**src/rtl/fpnew_pkg.sv**
```systemverilog
// fpnew_pkg: shared FPU types used by the result buffer.
package fpnew_pkg;

    typedef struct packed {
        logic NV;
        logic DZ;
        logic OF;
        logic UF;
        logic NX;
    } status_t;

endpackage

```
**src/rtl/fpnew_result_buffer.sv**
```systemverilog
// fpnew_result_buffer: in-order FIFO for FPU results with sticky exception flags.
// Storage is not reset; validity is tracked solely by the occupancy count.
module fpnew_result_buffer import fpnew_pkg::*; #(
    parameter int unsigned Width   = 64,
    parameter int unsigned Depth   = 4,
    parameter type         TagType = logic
) (
    input  logic                     clk_i,
    input  logic                     rst_ni,
    input  logic                     flush_i,
    input  logic [Width-1:0]         in_result_i,
    input  status_t                  in_status_i,
    input  TagType                   in_tag_i,
    input  logic                     in_valid_i,
    output logic                     in_ready_o,
    output logic [Width-1:0]         out_result_o,
    output status_t                  out_status_o,
    output TagType                   out_tag_o,
    output logic                     out_valid_o,
    input  logic                     out_ready_i,
    output status_t                  fflags_o,
    input  logic                     fflags_clr_i,
    output logic [$clog2(Depth):0]   usage_o,
    output logic                     busy_o
);

    localparam int unsigned AW = $clog2(Depth);

    if (Depth < 2 || (Depth & (Depth - 1)) != 0) begin : g_bad_depth
        $error("fpnew_result_buffer: Depth must be a power of two >= 2");
    end

    logic [AW-1:0]    wr_ptr_q, wr_ptr_d, rd_ptr_q, rd_ptr_d;
    logic [AW:0]      usage_q, usage_d;
    status_t          fflags_q, fflags_d;
    logic [Width-1:0] result_q [Depth];
    status_t          status_q [Depth];
    TagType           tag_q    [Depth];
    logic             push, pop, pop_eff;

    assign in_ready_o   = usage_q != (AW+1)'(Depth);
    assign out_valid_o  = usage_q != '0;
    assign busy_o       = out_valid_o;
    assign usage_o      = usage_q;
    assign fflags_o     = fflags_q;
    assign out_result_o = result_q[rd_ptr_q];
    assign out_status_o = status_q[rd_ptr_q];
    assign out_tag_o    = tag_q[rd_ptr_q];

    assign push    = in_valid_i & in_ready_o;
    assign pop     = out_valid_o & out_ready_i;
    // A pop swallowed by a flush must not contribute to the sticky flags.
    assign pop_eff = pop & ~flush_i;

    always_comb begin
        wr_ptr_d = wr_ptr_q;
        rd_ptr_d = rd_ptr_q;
        usage_d  = usage_q;
        if (flush_i) begin
            wr_ptr_d = '0;
            rd_ptr_d = '0;
            usage_d  = '0;
        end else begin
            wr_ptr_d = push ? wr_ptr_q + AW'(1) : wr_ptr_q;
            rd_ptr_d = pop  ? rd_ptr_q + AW'(1) : rd_ptr_q;
            usage_d  = usage_q + (AW+1)'(push) - (AW+1)'(pop);
        end
    end

    always_comb begin
        fflags_d = fflags_clr_i ? '0 : fflags_q;
        fflags_d = pop_eff ? (fflags_d | out_status_o) : fflags_d;
    end

    always_ff @(posedge clk_i or negedge rst_ni) begin
        if (!rst_ni) begin
            wr_ptr_q <= '0;
            rd_ptr_q <= '0;
            usage_q  <= '0;
            fflags_q <= '0;
        end else begin
            wr_ptr_q <= wr_ptr_d;
            rd_ptr_q <= rd_ptr_d;
            usage_q  <= usage_d;
            fflags_q <= fflags_d;
        end
    end

    always_ff @(posedge clk_i) begin
        if (push && !flush_i) begin
            result_q[wr_ptr_q] <= in_result_i;
            status_q[wr_ptr_q] <= in_status_i;
            tag_q[wr_ptr_q]    <= in_tag_i;
        end
    end

endmodule
```
**config.mk**
```make
export PLATFORM = sky130hd
export DESIGN_NAME = fpnew_result_buffer
export DESIGN_NICKNAME = d
export VERILOG_FILES = /design/src/rtl/fpnew_pkg.sv /design/src/rtl/fpnew_result_buffer.sv
export SDC_FILE = /design/constraint.sdc
export NUM_CORES = 1
export LEC_CHECK = 0
export BUFFER_PORTS_ARGS = -buffer_cell sky130_fd_sc_hd__buf_2
export CORE_UTILIZATION = 30
export DETAILED_ROUTE_END_ITERATION = 8
export SLEW_MARGIN = 5
export SYNTH_ARGS = -nofsm -noshare
export SYNTH_HDL_FRONTEND = slang
export SYNTH_SLANG_ARGS = --single-unit
```
**constraint.sdc**
```tcl
create_clock -name clk_i -period 7.65 [get_ports clk_i]
set_clock_uncertainty 0.15 [all_clocks]
set_input_delay 0.3825 -clock clk_i [delete_from_list [all_inputs] [get_ports clk_i]]
set_output_delay 0.3825 -clock clk_i [all_outputs]
set_load 0.005 [all_outputs]
```
==> implementation parameters <==
Parameter                              Value

Placed design
  Total placed cells including tap cells    around 1000
  HPWL reported at the end of detailed placement    ~12000 um
  Routability-driven placement congestion ratio    between 0.6 and 0.7
  # port buffers    156
  Cell area after placement    roughly 0.012 mm2
  Setup slack at placement    4.41 ns

Worst setup path
  Worst EP arrival    3.12 ns
  FF-to-FF path depth    4
  Worst reg2reg endpoint    result_q[1][6]$_DFFE_PP_
  Critical path endpoint category    output pin
  Worst-case register-to-register setup slack    between 4 and 5 ns
  Critical path launch point type    flip-flop
  Worst Path Max Fanout    around 40
  Required @ worst endpoint    about 7.1 ns
  WS Path Type    flip-flop to output pin
  Critical register-to-register path startpoint    usage_o[1]$_DFF_PN0_

Clock network
  Number of CTS-inserted buffers    31
  Sinks on Clock Net    between 200 and 300
  Count of H-tree levels built during CTS    1
  Number of buffers inserted by post-CTS setup repair    0
  Number of buffers on the longest clock path    3
  Clk Tree Root Cell    clkbuf_16
  Clk_lat worst skew    0.55 ns
  Register clock-pin slew on the reported worst setup and hold paths    0.06 ns
  TritonCTS clock tree    yes

Routing
  Antenna-violating nets left    0
  DR WL/cell    about 18 um
  DRC violations left    0
  TritonRoute pass-1 iters    4
  Drt first-iter violations    ~200
  Routed WL    21300 um
  Overall via count from detail_route    around 5200
  Via density per instance    between 4 and 5

Final layout
  Count of antenna diodes in the layout    0
  Ratio of cells with drive above 1 in the final layout    0.385
  Final Instance Area    0.0137 mm2
  Area growth from synthesis to final layout    26.8%
  Post-route core utilization    0.386
  Non-filler instance count after layout    1168
  Fin nets    ~770

Logic synthesis
  Cell types occupying the most area after synthesis    edfxtp_1 78%, mux4_2 13%, dfrtp_1 2.8%, mux4_1 1.5%, buf_12 0.74%
  Library cell with the largest summed area after synthesis    edfxtp_1
  Top-area cell type share of the netlist area    0.777
  Leading register cell type out of synthesis    edfxtp_1
  Most numerous cell in the Yosys netlist    edfxtp_1
  Fraction of synthesis flops using an asynchronous set or reset pin    0.0411
  Ys Warns    0
  Portion of the post-synthesis area used by sequential elements    0.805
  Count of mapped cells out of synthesis    ~430
  Synthesized flop and latch total    a little under 300
  Post-synthesis net count    516
  Syn_area_per_cell    24.9 um2
  Area of the mapped netlist    between 0.01 and 0.015 mm2
  Library cells used by synthesis    28
  Top cells by instance count after synthesis    280 x edfxtp_1, 64 x mux4_2, 15 x inv_1
  Post-synth EDFFs    280

Timing
  Normalized max-slew margin    0.437
  Final-report setup violation count    0
  Number of pins exceeding their max-slew limit in the final report    0
  Transition at the pin with the smallest max-transition slack    around 0.84 ns
  Least setup slack across all paths after layout    between 4 and 5 ns
  Unrepaired setup endpoints after global routing    no
  Final TNS setup    0 ns
  Hold violation total from the final report    0
  Period minus WS final    roughly 3.6 ns
  Peak Freq    roughly 270 MHz
  Period utilization    0.477
  Worst hold slack after final layout    slightly above 0.1 ns

Global route
  Overall global routing resource usage    0.118
  Largest net degree at the start of global routing    42
  Antenna violations before repair    0
  Vias in the first global route    5568
  Aggregate global routing overflow    0
  First-pass GRT wire length    around 32000 um

Min path
  Hold Crit Class    primary input to flip-flop
  Hold path startpoint    in_valid_i
  Worst hold path cell count    4
  Hold EP    wr_ptr_q[0]$_DFFE_PN0P_

Floorplan
  I/O pin count    157
  X dimension of the die    192 um
  Initial standard-cell utilization of the core    0.304
  Total die area    about 0.037 mm2
  Die Y    roughly 190 um
  Total core area    0.0356 mm2
  Std-Cell Rows    about 70

Power and ir drop
  Overall Power    3.99 mW
  Total power per unit cell area    291 mW/mm2
  Leak    approximately 4.7 nW
  Max IR drop VDD    0.180 mV

Status
  Run status    completed

Job
  Number of max-cap violations    0
==> critical path, cell delays in order, from the launching register on <==
cell and delay, ns:
dfrtp_4 0.87, buf_4 0.80, mux4_1 0.70, buf_2 0.16
==> cell type report <==
cell class	instances	area [um2]
Fill cell	3246	21900
Clock inverter	19	113
Multi-Input combinational cell	109	1900
Timing Repair Buffer	235	1560
Tap cell	461	577
Sequential cell	292	8720
Inverter	15	56.3
Clock buffer	37	798
==> logic make-up (layout without fill, tap and decap cells) <==
| family | after synthesis | count (layout) | synth area share |
|---|---|---|---|
| flops | 292 | 292 | 0.805 |
| compound gates | 9 | 9 | 0.00532 |
| simple gates | 18 | 18 | 0.00913 |
| xor+xnor | 5 | 5 | 0.00405 |
| buf+inv | 33 | 306 | 0.0204 |
| mux | 71 | 71 | 0.149 |
| fa+ha+maj | 6 | 6 | 0.00763 |
==> cell usage in the layout (no fill, tap or decap) <==
| cell | netlist | final |
|---|---|---|
| clkinv_1 | 0 | 10 |
| clkinv_2 | 0 | 6 |
| fa_1 | 1 | 1 |
| nor2b_1 | 1 | 1 |
| clkbuf_1 | 2 | 6 |
| dfrtp_4 | 0 | 2 |
| o22ai_1 | 5 | 5 |
| nand2b_1 | 2 | 2 |
| mux4_2 | 64 | 64 |
| edfxtp_1 | 280 | 280 |
| dfrtp_1 | 12 | 10 |
| xor2_1 | 3 | 3 |
| xnor2_1 | 2 | 2 |
| buf_2 | 7 | 156 |
| mux2i_1 | 1 | 1 |
| o311ai_0 | 1 | 1 |
| buf_4 | 4 | 6 |
| nor3b_1 | 1 | 1 |
| o21ai_0 | 1 | 1 |
| clkinvlp_4 | 0 | 2 |
| mux4_1 | 6 | 6 |
| clkbuf_16 | 0 | 31 |
| nor3_1 | 1 | 1 |
| or3_1 | 2 | 2 |
| a21oi_1 | 1 | 1 |
| nand3b_1 | 1 | 1 |
| o31ai_1 | 1 | 1 |
| ha_1 | 5 | 5 |
| dlygate4sd3_1 | 0 | 73 |
| nor2_1 | 6 | 6 |
| and2_4 | 0 | 4 |
| bufinv_16 | 0 | 1 |
| inv_1 | 15 | 15 |
==> report_power, final <==
part / total [mW] / switching, mW / internal (mW)
Sequential: 1.94 / 0.0859 / 1.85
Clock: 1.34 / 0.575 / 0.769
Combinational: 0.708 / 0.313 / 0.395
==> state kept, by name, summed over array words and instances, names as in the netlist <==
name,flops
fflags_o,5
rd_ptr_q,2
result_q,256
status_q,20
tag_q,4
usage_o,3
wr_ptr_q,2
==> worst max path at each step <==
stage                                to  slack (ns)  depth (start not counted)                     from
3_3_place_gp            out_status_o[1]        4.43                          3  rd_ptr_q[0]$_DFFE_PN0P_
4_1_cts                 out_status_o[0]        3.81                          3  rd_ptr_q[0]$_DFFE_PN0P_
5_1_grt                 out_status_o[0]        3.69                          3  rd_ptr_q[0]$_DFFE_PN0P_
2_1_floorplan  result_q[0][0]$_DFFE_PP_        4.55                          3                  flush_i
6_report                out_status_o[0]        4.00                          3  rd_ptr_q[0]$_DFFE_PN0P_
3_5_place_dp            out_status_o[0]        4.41                          3  rd_ptr_q[0]$_DFFE_PN0P_
==> metal layers <==
layer / GRT usage / part of all wire / up-vias
met5: 0 / 0 / -
met4: 0.0372 / 0.021 / 0
met3: 0.0265 / 0.052 / 36
met2: 0.192 / 0.48 / 122
met1: 0.155 / 0.44 / 2659
li1: - / - / 2340
==> what timing repair did <==
action,4_1_cts,5_1_grt
resized for setup,0,0
hold buffers,73,0
endpoints found under the hold margin,303,0
No activity file was read; power rests on OpenSTA's default activity.
